$ cat config.mk
export PLATFORM = sky130hd
export DESIGN_NAME = screen_write_sched
export DESIGN_NICKNAME = d
export VERILOG_FILES = /design/src/rtl/screen_pkg.sv /design/src/rtl/sync_fifo.sv /design/src/rtl/screen_write_sched.sv
export SDC_FILE = /design/constraint.sdc
export NUM_CORES = 1
export LEC_CHECK = 0
export ABC_CLOCK_PERIOD_IN_PS = 3150
export CORE_MARGIN = 4
export CORE_UTILIZATION = 49
export DETAILED_ROUTE_END_ITERATION = 8
export GPL_ROUTABILITY_DRIVEN = 0
export PLACE_DENSITY_LB_ADDON = 0.2
export SLEW_MARGIN = 20
export SYNTH_ARGS = -nofsm -noshare
export SYNTH_HDL_FRONTEND = slang
export SYNTH_SLANG_ARGS = --single-unit
$ cat constraint.sdc
create_clock -name clk -period 3.15 [get_ports clk]
set_input_delay 0.63 -clock clk [delete_from_list [all_inputs] [get_ports clk]]
set_output_delay 0.63 -clock clk [all_outputs]
set_load 0.02 [all_outputs]
$ cat src/rtl/screen_pkg.sv
// Shared constants and FSM state type for the character-screen write path.
package screen_pkg;
  localparam int DEF_SCREEN_ADDRESS_WIDTH = 15;
  localparam int DEF_SLOT_COUNT           = 32400;
  localparam int DEF_DATA_WIDTH           = 7;

  localparam logic [6:0] SPACE       = 7'h20;
  localparam logic [6:0] PRINT_FIRST = 7'h20;
  localparam int         PRINT_SPAN  = 95;

  typedef enum logic {
    IDLE  = 1'b0,
    CLEAR = 1'b1
  } state_t;
endpackage

$ cat src/rtl/sync_fifo.sv
// Small synchronous FIFO: combinational head read, registered occupancy count.
// Push when full and pop when empty are the caller's responsibility to avoid.
module sync_fifo #(
  parameter int WIDTH = 22,
  parameter int DEPTH = 4
) (
  input  logic                     clk,
  input  logic                     resetn,
  input  logic                     i_push,
  input  logic [WIDTH-1:0]         i_din,
  input  logic                     i_pop,
  output logic [WIDTH-1:0]         o_dout,
  output logic                     o_full,
  output logic                     o_empty,
  output logic [$clog2(DEPTH):0]   o_count
);
  localparam int AW = $clog2(DEPTH);

  logic [WIDTH-1:0] r_mem [DEPTH];
  logic [AW-1:0]    r_wr_ptr;
  logic [AW-1:0]    r_rd_ptr;
  logic [AW:0]      r_count;

  always_ff @(posedge clk or negedge resetn) begin
    if (!resetn) begin
      r_wr_ptr <= '0;
      r_rd_ptr <= '0;
      r_count  <= '0;
    end else begin
      if (i_push) r_wr_ptr <= r_wr_ptr + 1'b1;
      if (i_pop)  r_rd_ptr <= r_rd_ptr + 1'b1;
      r_count <= r_count + (AW+1)'(i_push) - (AW+1)'(i_pop);
    end
  end

  always_ff @(posedge clk) begin
    if (i_push) r_mem[r_wr_ptr] <= i_din;
  end

  assign o_dout  = r_mem[r_rd_ptr];
  assign o_full  = (r_count == (AW+1)'(DEPTH));
  assign o_empty = (r_count == '0);
  assign o_count = r_count;
endmodule

$ cat src/rtl/screen_write_sched.sv
// Screen BRAM port-A scheduler: FIFO'd UART writes vs. full-screen clear sweep, one write per cycle.
// Write reaches BRAM 2 cycles after handshake; SCREEN_FILL_PATTERN_EN swaps FILL_CHAR for a printable-ASCII ramp.
module screen_write_sched
  import screen_pkg::*;
#(
  parameter int SCREEN_ADDRESS_WIDTH = DEF_SCREEN_ADDRESS_WIDTH,
  parameter int SLOT_COUNT           = DEF_SLOT_COUNT,
  parameter int DATA_WIDTH           = DEF_DATA_WIDTH,
  parameter int FIFO_DEPTH           = 4,
  parameter logic [DATA_WIDTH-1:0] FILL_CHAR = DATA_WIDTH'(SPACE)
) (
  input  logic                            clk,
  input  logic                            resetn,
  input  logic                            wr_valid,
  output logic                            wr_ready,
  input  logic [SCREEN_ADDRESS_WIDTH-1:0] wr_addr,
  input  logic [DATA_WIDTH-1:0]           wr_data,
  input  logic                            clr_start,
  output logic                            clr_busy,
  output logic                            clr_done,
  output logic                            bad_addr,
  output logic                            bram_wen,
  output logic [SCREEN_ADDRESS_WIDTH-1:0] bram_addr,
  output logic [DATA_WIDTH-1:0]           bram_data
);
  localparam int FW = SCREEN_ADDRESS_WIDTH + DATA_WIDTH;
  localparam int CW = $clog2(FIFO_DEPTH) + 1;

  state_t                          r_state;
  logic [SCREEN_ADDRESS_WIDTH-1:0] r_cnt;
  logic                            r_wr_ready;
  logic                            r_clr_busy;
  logic                            r_clr_done;
  logic                            r_bad_addr;
  logic                            r_bram_wen;
  logic [SCREEN_ADDRESS_WIDTH-1:0] r_bram_addr;
  logic [DATA_WIDTH-1:0]           r_bram_data;

  logic                            w_accept;
  logic                            w_in_range;
  logic                            w_push;
  logic                            w_pop;
  logic                            w_fifo_full;
  logic                            w_fifo_empty;
  logic                            w_almost_full;
  logic                            w_ready_next;
  logic [CW-1:0]                   w_fifo_count;
  logic [FW-1:0]                   w_fifo_dout;
  logic [SCREEN_ADDRESS_WIDTH-1:0] w_head_addr;
  logic [DATA_WIDTH-1:0]           w_head_data;
  logic                            w_last;
  logic [DATA_WIDTH-1:0]           w_fill_first;
  logic [DATA_WIDTH-1:0]           w_fill_next;

  assign w_accept   = wr_valid && r_wr_ready;
  assign w_in_range = ({1'b0, wr_addr} < (SCREEN_ADDRESS_WIDTH+1)'(SLOT_COUNT));
  assign w_push     = w_accept && w_in_range;
  assign w_pop      = (r_state == IDLE) && !clr_start && !w_fifo_empty;
  assign w_last     = (r_cnt == SCREEN_ADDRESS_WIDTH'(SLOT_COUNT - 1));

  // Ready is registered from the next-cycle occupancy, so a pop never frees a slot in the same cycle.
  assign w_almost_full = (w_fifo_count == CW'(FIFO_DEPTH - 1));
  assign w_ready_next  = !((w_fifo_full && !w_pop) || (w_almost_full && w_push && !w_pop));

  assign {w_head_addr, w_head_data} = w_fifo_dout;

  sync_fifo #(
    .WIDTH (FW),
    .DEPTH (FIFO_DEPTH)
  ) u_fifo (
    .clk     (clk),
    .resetn  (resetn),
    .i_push  (w_push),
    .i_din   ({wr_addr, wr_data}),
    .i_pop   (w_pop),
    .o_dout  (w_fifo_dout),
    .o_full  (w_fifo_full),
    .o_empty (w_fifo_empty),
    .o_count (w_fifo_count)
  );

`ifdef SCREEN_FILL_PATTERN_EN
  logic [6:0] r_pat;
  logic [6:0] w_pat_next;

  assign w_pat_next = (r_pat == 7'(PRINT_SPAN - 1)) ? 7'd0 : r_pat + 7'd1;

  always_ff @(posedge clk or negedge resetn) begin
    if (!resetn)                              r_pat <= '0;
    else if (r_state == IDLE && clr_start)    r_pat <= '0;
    else if (r_state == CLEAR && !w_last)     r_pat <= w_pat_next;
  end

  assign w_fill_first = DATA_WIDTH'(PRINT_FIRST);
  assign w_fill_next  = DATA_WIDTH'(PRINT_FIRST + w_pat_next);
`else
  assign w_fill_first = FILL_CHAR;
  assign w_fill_next  = FILL_CHAR;
`endif

  always_ff @(posedge clk or negedge resetn) begin
    if (!resetn) begin
      r_state     <= IDLE;
      r_cnt       <= '0;
      r_wr_ready  <= 1'b0;
      r_clr_busy  <= 1'b0;
      r_clr_done  <= 1'b0;
      r_bad_addr  <= 1'b0;
      r_bram_wen  <= 1'b0;
      r_bram_addr <= '0;
      r_bram_data <= '0;
    end else begin
      r_wr_ready <= w_ready_next;
      r_bad_addr <= w_accept && !w_in_range;
      r_clr_done <= 1'b0;
      case (r_state)
        IDLE: begin
          if (clr_start) begin
            r_state     <= CLEAR;
            r_cnt       <= '0;
            r_clr_busy  <= 1'b1;
            r_bram_wen  <= 1'b1;
            r_bram_addr <= '0;
            r_bram_data <= w_fill_first;
          end else if (!w_fifo_empty) begin
            r_bram_wen  <= 1'b1;
            r_bram_addr <= w_head_addr;
            r_bram_data <= w_head_data;
          end else begin
            r_bram_wen  <= 1'b0;
          end
        end
        CLEAR: begin
          if (w_last) begin
            r_state    <= IDLE;
            r_clr_busy <= 1'b0;
            r_clr_done <= 1'b1;
            r_bram_wen <= 1'b0;
          end else begin
            r_cnt       <= r_cnt + 1'b1;
            r_bram_wen  <= 1'b1;
            r_bram_addr <= r_cnt + 1'b1;
            r_bram_data <= w_fill_next;
          end
        end
        default: r_state <= IDLE;
      endcase
    end
  end

  assign wr_ready  = r_wr_ready;
  assign clr_busy  = r_clr_busy;
  assign clr_done  = r_clr_done;
  assign bad_addr  = r_bad_addr;
  assign bram_wen  = r_bram_wen;
  assign bram_addr = r_bram_addr;
  assign bram_data = r_bram_data;
endmodule

-- Yosys cells after proc, flatten, opt, wreduce, memory -nomap -nowiden
Memory sizes are Yosys's and may differ from the RTL's.
Index checks and enable logic that the tools add are counted.
- flip-flop bits (word level): 50
- bits in writable memories: 88
- bits of input ports: 26
- output and inout bits: 27
- word-level logic and storage cells: 68
- memories kept: 1
- add/sub/neg operators: 5
- $lt $le $gt $ge: 1
- equality and inequality tests: 7
- mux-type cells: 23
- bitwise gates (word level): 1
- reductions and logical operators: 18
- memories (name ; words ; bits a word ; rd ports ; clocked after memory_dff ; write ports ; RTL line ; source):
    u_fifo.r_mem ; 4 ; 22 ; 1 ; 0 ; 1 ; sync_fifo.sv:19 ; logic [WIDTH-1:0] r_mem [DEPTH];
- operators by type and width (cell ; count):
    $mux 15 ; 4
    $pmux 15 s2 ; 2
    $mux 7 ; 3
    $add 15x1->15 const B ; 1
    $eq 15x15->1 const B ; 1
    $lt 15x15->1 const B ; 1
    $pmux 7 s2 ; 1
    $mux 1 ; 10
    $logic_and 1x1->1 ; 8
    $pmux 1 s2 ; 3
    $reduce_and 2->1 ; 3
    $logic_not 1->1 ; 5
    $add 2x1->2 const B ; 2
    $ne 2x2->1 const B ; 2
    $add 3x1->3 ; 1
    $eq 3x2->1 const B ; 1
    $eq 3x3->1 const B ; 1
    $logic_not 3->1 ; 1
    $ne 3x3->1 const B ; 1
    $sub 3x1->3 ; 1
    $ne 2x1->1 const B ; 1
    $logic_or 1x1->1 ; 1
    $not 1->1 ; 1

-- Logic depth before layout (Yosys ltp)
Gate-level depths: netlist of the first run.
- depth after elaboration: 7
- depth in mapped cells: 11
- gate-level depth less buffers: 10

-- Modules after synthesis
From an unflattened synthesis of the first run, not the netlist that was laid out.
- cells, all modules: 368
- area total of the unflattened synthesis: 5809.3 µm²
- modules (own cells, without submodules) (module ; instances ; cells each ; area an instance (µm²) ; seq. area each (µm²)):
    sync_fifo ; 1 ; 149 ; 3599.7 ; 2817.7
    screen_write_sched ; 1 ; 219 ; 2209.6 ; 1076.0

-- Least setup slack after synthesis of the first run
Ideal clock, no wire load.
- path kind: input port to flip-flop
- start point: input wr_addr[6]
- end point: register u_fifo.r_count[2] (netlist: u_fifo.o_count[2])
- setup time: 0.123 ns
- data arrival time: 2.625 ns
- required time: 3.027 ns
- setup slack: 0.402 ns
- cell stages on the path: 11
- buffers on the path: 1
- cells stage by stage: o31a_1 o2111ai_1 nor2b_1 clkbuf_1 inv_1 ha_1 inv_1 ha_1 fa_1 xor2_1 xnor2_1
- longest elaborated chain between the ends: 4
- ends and longest elaborated chain (item ; RTL line ; source):
    start, declared ; screen_write_sched.sv:16 ; input logic [SCREEN_ADDRESS_WIDTH-1:0] wr_addr,
    $lt 15x15->1 ; screen_write_sched.sv:56 ; assign w_in_range = ({1'b0, wr_addr} < (SCREEN_ADDRESS_WIDTH+1)'(SLOT_COUNT));
    $logic_and 1x1->1 ; screen_write_sched.sv:57 ; assign w_push = w_accept && w_in_range;
    $add 3x1->3 ; sync_fifo.sv:32 ; r_count <= r_count + (AW+1)'(i_push) - (AW+1)'(i_pop);
    $sub 3x1->3 ; sync_fifo.sv:32 ;
    end signal, assigned ; sync_fifo.sv:32 ;
    end, declared ; sync_fifo.sv:22 ; logic [AW:0] r_count;
Every way passes these cells.
A chain may end at the register's enable or synchronous reset.

-- Worst setup path in the final report of the first run
Same ends and word-level chain as after synthesis.

==> metrics.txt, run 1 <==
outcome=finished clean; register bit total from synthesis=138; crit-path cells=clkdlybuf4s50_1, o31a_1, o2111ai_1, nor2b_1, inv_1, ha_1, inv_1, ha_1, fa_1, xor2_1, xnor2_1; CTS Buffer Depth=2; final hold viol count=0; Peak Freq=359 MHz; max-slew violation count=0; GR Util All Layers=18.7%; synth warn=0; Post-Syn Area per Cell=15.7 um^2; DRC viols=0; Layout Cells excl Fill=600; Avg Vias per Cell=5.79; number of global-route vias before repair=3623; Post-DP Area=6640 um^2; hpwl dp=7.95 mm; largest cells by area after synthesis=edfxtp_1, dfrtp_1, mux4_2, nand2_1, mux2_4; Tot Pwr=5.67 mW; I/O Pins=53; CP Class=input port to flip-flop; Post-synth EDFFs=88; r2r endpoint=bram_addr[8]; max cap viols=0; final period utilization=88.5%; 1st-iter DRT viols=210; top_reg_cell synth=edfxtp_1; Worst slew margin=56.5%; crit end category=flip-flop; DP Cell Count=568; Chip Width=117 um; Worst Skew=0.00591 ns; DIE AREA=13800 um^2; CTS Sinks=138; Worst Tran Pin Value=0.653 ns; Critical-path top delay cell=clkdlybuf4s50_1; Crit Path Max Fanout=2; GR Util met2=30.4%; Design Area, Final=7220 um^2; WL/cell=19.9 um; share of cells above drive strength 1=20.4%; post-synthesis sequential area ratio=66.4%; largest net degree at the start of global routing=28; Reg2Reg Setup Slack=0.66 ns; Worst-path clk slew=0.05 ns; Worst Slack Setup Final=0.364 ns; setup violation total in the final timing report=0; post-CTS repair timing setup buffer count=0; Final nets=478; P_leak=2.71 nW; Worst Hold Class=input port to asynchronous set/reset pin; GR peak layer=met2; port buffer count=52; total number of vias=3475; slowest stage delay, CP=0.42 ns; count leader, synth=edfxtp_1; met1 usage=24.3%; Peak VDD IR=0.464 mV; share of the synthesized area in the top cell type=45.0%; Die Span Y=117 um; worst reg2reg path depth=6; commonest cells in the netlist=edfxtp_1, dfrtp_1, nand2_1; Place WS=-0.0644 ns; TritonCTS Buffers=17; Syn-to-layout area delta=23.1%; initial core utilization=50.7%; Setup TNS Final=0 ns; clock latency on the worst-skew pair=0.42 ns; mapped cell area=5870 um^2; RSZ-0062 raised after global routing=false; CTS Root Buffer Type=clkbuf_16; sequential cell area=3890 um^2; area of the multi-input gates=1820 um^2; htree depth=4; RR Startpoint=r_cnt[0]; first-pass GRT wire length=19.7 mm; hold_buf cts=0; Fillers=863; power per cell area=785 nW/um^2; post-CTS sizing=0; CTS tree=built; initial antenna violation count=0; Syn Nets=407; Crit path required time=3.45 ns; Synth Instances=373; Yosys cell types=62; DR pass1 iterations=4; Worst setup SP type=input port; post-route ant nets=0; async set-reset flop share out of synthesis=36.2%; Core Region=11600 um^2; Yosys top cell by area=edfxtp_1; grt ovf=0; DRT Wirelength=11.9 mm; Antenna Diode Count=0; FP Rows=39; min Tclk post-route=2.79 ns; CP Data Arrival Time=3.08 ns; met3 GRT Util=5.77%
## how the worst max path moves through the flow
stage	startpoint	endpoint	slack [ns]	cells after the start
6_report	wr_addr[6]	u_fifo.o_count[2]	0.36	11
4_1_cts	wr_addr[6]	u_fifo.o_count[2]	0.36	11
2_1_floorplan	wr_addr[6]	u_fifo.o_count[2]	0.40	11
5_1_grt	wr_addr[6]	u_fifo.o_count[2]	0.24	11
3_3_place_gp	wr_addr[6]	u_fifo.o_count[2]	0.007	11
3_5_place_dp	wr_addr[6]	u_fifo.o_count[2]	-0.06	11
## power by group
part	switching (mW)	total, mW	leakage (nW)	internal (mW)
Sequential	0.245	2.55	1.43	2.31
Combinational	0.585	1.18	1.01	0.598
Clock	0.728	1.93	0.274	1.20
## cells in the final DEF (no fill, tap or decap), drive strengths merged, types with 3 or more instances in the layout
cell type / synthesis / final
edfxtp: 88 / 88
clkdlybuf4s50: 0 / 51
dfrtp: 50 / 50
nand2: 29 / 29
mux4: 22 / 22
buf: 11 / 22
clkbuf: 10 / 21
a21oi: 15 / 15
inv: 12 / 14
o21ai: 10 / 10
nand3: 8 / 8
nor3: 8 / 8
mux2: 8 / 8
ha: 7 / 7
nand2b: 6 / 6
a22o: 6 / 6
nand4: 6 / 6
a31oi: 5 / 5
o31ai: 5 / 5
xnor2: 4 / 4
and2: 4 / 4
nor2: 4 / 4
a22oi: 4 / 4
mux2i: 4 / 4
clkinvlp: 0 / 4
nor4: 4 / 4
xor2: 3 / 3
nand3b: 3 / 3
o211ai: 3 / 3
o22a: 3 / 3
clkinv: 0 / 3
## through the flow
step	utilization, %	hold WS [ns]
CTS	62.5	0.233
global route	62.5	0.265
global placement	57.4	0.487
finish	62.5	0.229
detailed placement	57.4	0.491
floorplan	-	0.334
## cells by family (layout without fill, tap and decap cells)
kind of cell	Yosys count	count (layout)	synth area share (%)
AO/OA/AOI/OAI	69	69	8.45
XOR/XNOR	7	7	1.05
adder cells (fa/ha/maj)	8	8	1.83
buffers and inverters	33	117	2.60
flip-flops	138	138	66.4
multiplexers	34	34	11.0
AND/OR/NAND/NOR	84	84	8.66
## metal layers
layer	vias up	routed length (um)
met4	0	147
met2	76	5970
li1	1606	-
met1	1777	5300
met3	16	512
met5	-	0
## critical path, delay by kind of cell
family	cells	cell delay [ns]
adder cells (fa/ha/maj)	3	0.83
AO/OA/AOI/OAI	2	0.60
buffers and inverters	3	0.52
XOR/XNOR	2	0.29
AND/OR/NAND/NOR	1	0.21
## registers in the layout (all words and copies together), names as in the netlist
| signal | cells |
|---|---|
| bad_addr | 1 |
| bram_addr | 15 |
| bram_data | 7 |
| bram_wen | 1 |
| clr_busy | 1 |
| clr_done | 1 |
| r_cnt | 15 |
| r_state | 1 |
| u_fifo.o_count | 3 |
| u_fifo.r_mem | 88 |
| u_fifo.r_rd_ptr | 2 |
| u_fifo.r_wr_ptr | 2 |
| wr_ready | 1 |
## cell type report
| cell class | instances | share of cell area, % |
|---|---|---|
| Clock inverter | 11 | 1.68 |
| Clock buffer | 21 | 6.37 |
| Inverter | 12 | 0.693 |
| Timing Repair Buffer | 73 | 9.67 |
| Sequential cell | 138 | 53.9 |
| Multi-Input combinational cell | 202 | 25.2 |
| Tap cell | 143 | 2.48 |
Note: power is estimated with default switching activity, not from simulation.
==> run 2: changes to the inputs <==
--- a/config.mk
+++ b/config.mk
@@ -10,7 +10,7 @@
 export CORE_UTILIZATION = 49
 export DETAILED_ROUTE_END_ITERATION = 8
 export GPL_ROUTABILITY_DRIVEN = 0
-export PLACE_DENSITY_LB_ADDON = 0.2
+export PLACE_DENSITY = 0.7
 export SLEW_MARGIN = 20
 export SYNTH_ARGS = -nofsm -noshare
 export SYNTH_HDL_FRONTEND = slang
==> run 2 against run 1 <==
Compared with the run above:
- sequential cell count unchanged
- first-iteration DRC count increased by 49%
- sequential power about the same
- critical endpoint unchanged
- setup slack got worse by 0.032 ns
- non-clock buffer count increased by 3
==> metrics.txt, run 2 (synthesized netlist as in run 1, its figures left out) <==
Antenna Diode Count=0; critical path startpoint=wr_addr[6]; crit end category=flip-flop; TritonCTS Buffers=17; register share of total power=44.6%; Syn-to-layout area delta=23.4%; max-slew violation count=0; Pint=4.13 mW; worst reg2reg path depth=5; power per cell area=787 nW/um^2; share of cells above drive strength 1=20.9%; post-route ant nets=0; Peak VDD IR=0.520 mV; outcome=finished clean; Worst Tran Pin Value=0.659 ns; max cap viols=0; Crit Path Max Fanout=2; Largest Register=u_fifo.r_mem; CTS Root Buffer Type=clkbuf_16; DR pass1 iterations=4; Worst Skew=0.00788 ns; CTS Sinks=138; setup violation total in the final timing report=0; Peak Freq=355 MHz; hpwl dp=8.06 mm; r2r endpoint=r_cnt[0]; hold_buf cts=0; total number of vias=3454; NetSw=1.57 mW; Worst Hold Class=input port to asynchronous set/reset pin; most common cell after layout, fill and taps aside=edfxtp_1; CP Data Arrival Time=3.15 ns; largest net degree at the start of global routing=51; CP Class=input port to flip-flop; Worst setup SP type=input port; min Tclk post-route=2.82 ns; I/O Pins=53; CTS tree=built; CTS Buffer Depth=2; clock latency on the worst-skew pair=0.42 ns; grt ovf=0; max reg flops=88; Worst slew margin=55.8%; final hold viol count=0; DRC viols=0; P_leak=2.74 nW; WL/cell=19.9 um; number of global-route vias before repair=3589; post-CTS sizing=0; DIE AREA=13800 um^2; DRT Wirelength=12.0 mm; combinational share of power=21.1%; Core Region=11600 um^2; post-CTS repair timing setup buffer count=0; GR Util All Layers=18.8%; RR Startpoint=r_state; RSZ-0062 raised after global routing=false; initial core utilization=50.7%; Reg2Reg Setup Slack=0.72 ns; FP Rows=39; Tot Pwr=5.70 mW; sw frac=27.5%; Design Area, Final=7240 um^2; port buffer count=52; commonest cells after routing, fill and taps aside=edfxtp_1, clkdlybuf4s50_1, dfrtp_1, nand2_1, buf_4; clock share of power=34.3%; Post-DP Area=6650 um^2; final period utilization=89.5%; initial antenna violation count=0; Layout Cells excl Fill=603; Die Span Y=117 um; Avg Vias per Cell=5.73; DP Cell Count=571; Crit path required time=3.48 ns; htree depth=4; first-pass GRT wire length=19.9 mm; Chip Width=117 um; 1st-iter DRT viols=313; Final nets=481; crit path to=u_fifo.o_count[2]; Worst-path clk slew=0.06 ns
==> run 2: cell count changes in the layout (fill, tap and decap cells not counted), sizes merged <==
cell	delta
clkbuf	+1
clkinvlp	-3
buf	+3
clkinv	+3
inv	-1
==> run 2: how the worst min path moves through the flow <==
stage	start	to	slack, ns	cells past startpoint
finish	resetn	clr_done	0.33	2
global route	resetn	r_cnt[1]	0.38	2
global placement	clr_busy	clr_busy	0.48	2
detailed placement	bram_data[3]	bram_data[3]	0.50	1
CTS	resetn	bram_addr[9]	0.34	2
floorplan	resetn	bad_addr	0.33	0
==> run 2: critical path: stages <==
cell and delay (ns):
clkdlybuf4s50_1 0.42, o31a_1 0.31, o2111ai_1 0.26, nor2b_1 0.22, inv_1 0.06, ha_1 0.27
inv_1 0.04, ha_1 0.18, fa_1 0.39, xor2_1 0.20, xnor2_1 0.16
==> run 2: through the flow <==
step / util, % / worst slack, ns / hold WS, ns / TNS (ns)
2_1_floorplan: - / 0.402 / 0.334 / 0
3_5_place_dp: 57.5 / -0.0684 / 0.495 / -0.0684
5_1_grt: 62.6 / 0.198 / 0.385 / 0
3_3_place_gp: 57.5 / 0.0281 / 0.480 / 0
6_report: 62.6 / 0.331 / 0.329 / 0
4_1_cts: 62.6 / 0.334 / 0.341 / 0
==> run 2: power by group through the flow <==
stage          clock (mW)  combinational (mW)  sequential (mW)
2_1_floorplan           0               0.807             2.52
3_3_place_gp            0                1.18             2.55
3_5_place_dp            0                1.21             2.58
4_1_cts              2.00                1.22             2.54
5_1_grt              2.08                1.32             2.59
6_report             1.96                1.20             2.54
==> run 2: cell type report <==
type,instances,area [um^2]
repair buffers,76,708
inverters,12,50.0
well taps,143,179
flip-flops and latches,138,3890
clock inverters,10,116
multi-input cells,202,1820
fillers,827,4320
clock buffers,22,474
==> run 2: routing by layer <==
metal  vias up  share of wire, %  GRT usage, %
met5         -                 0             0
met4         0               1.8          7.84
met3        23               6.8          6.50
met2       112                49          28.9
met1      1712                43          24.6
li1       1607                 -             -
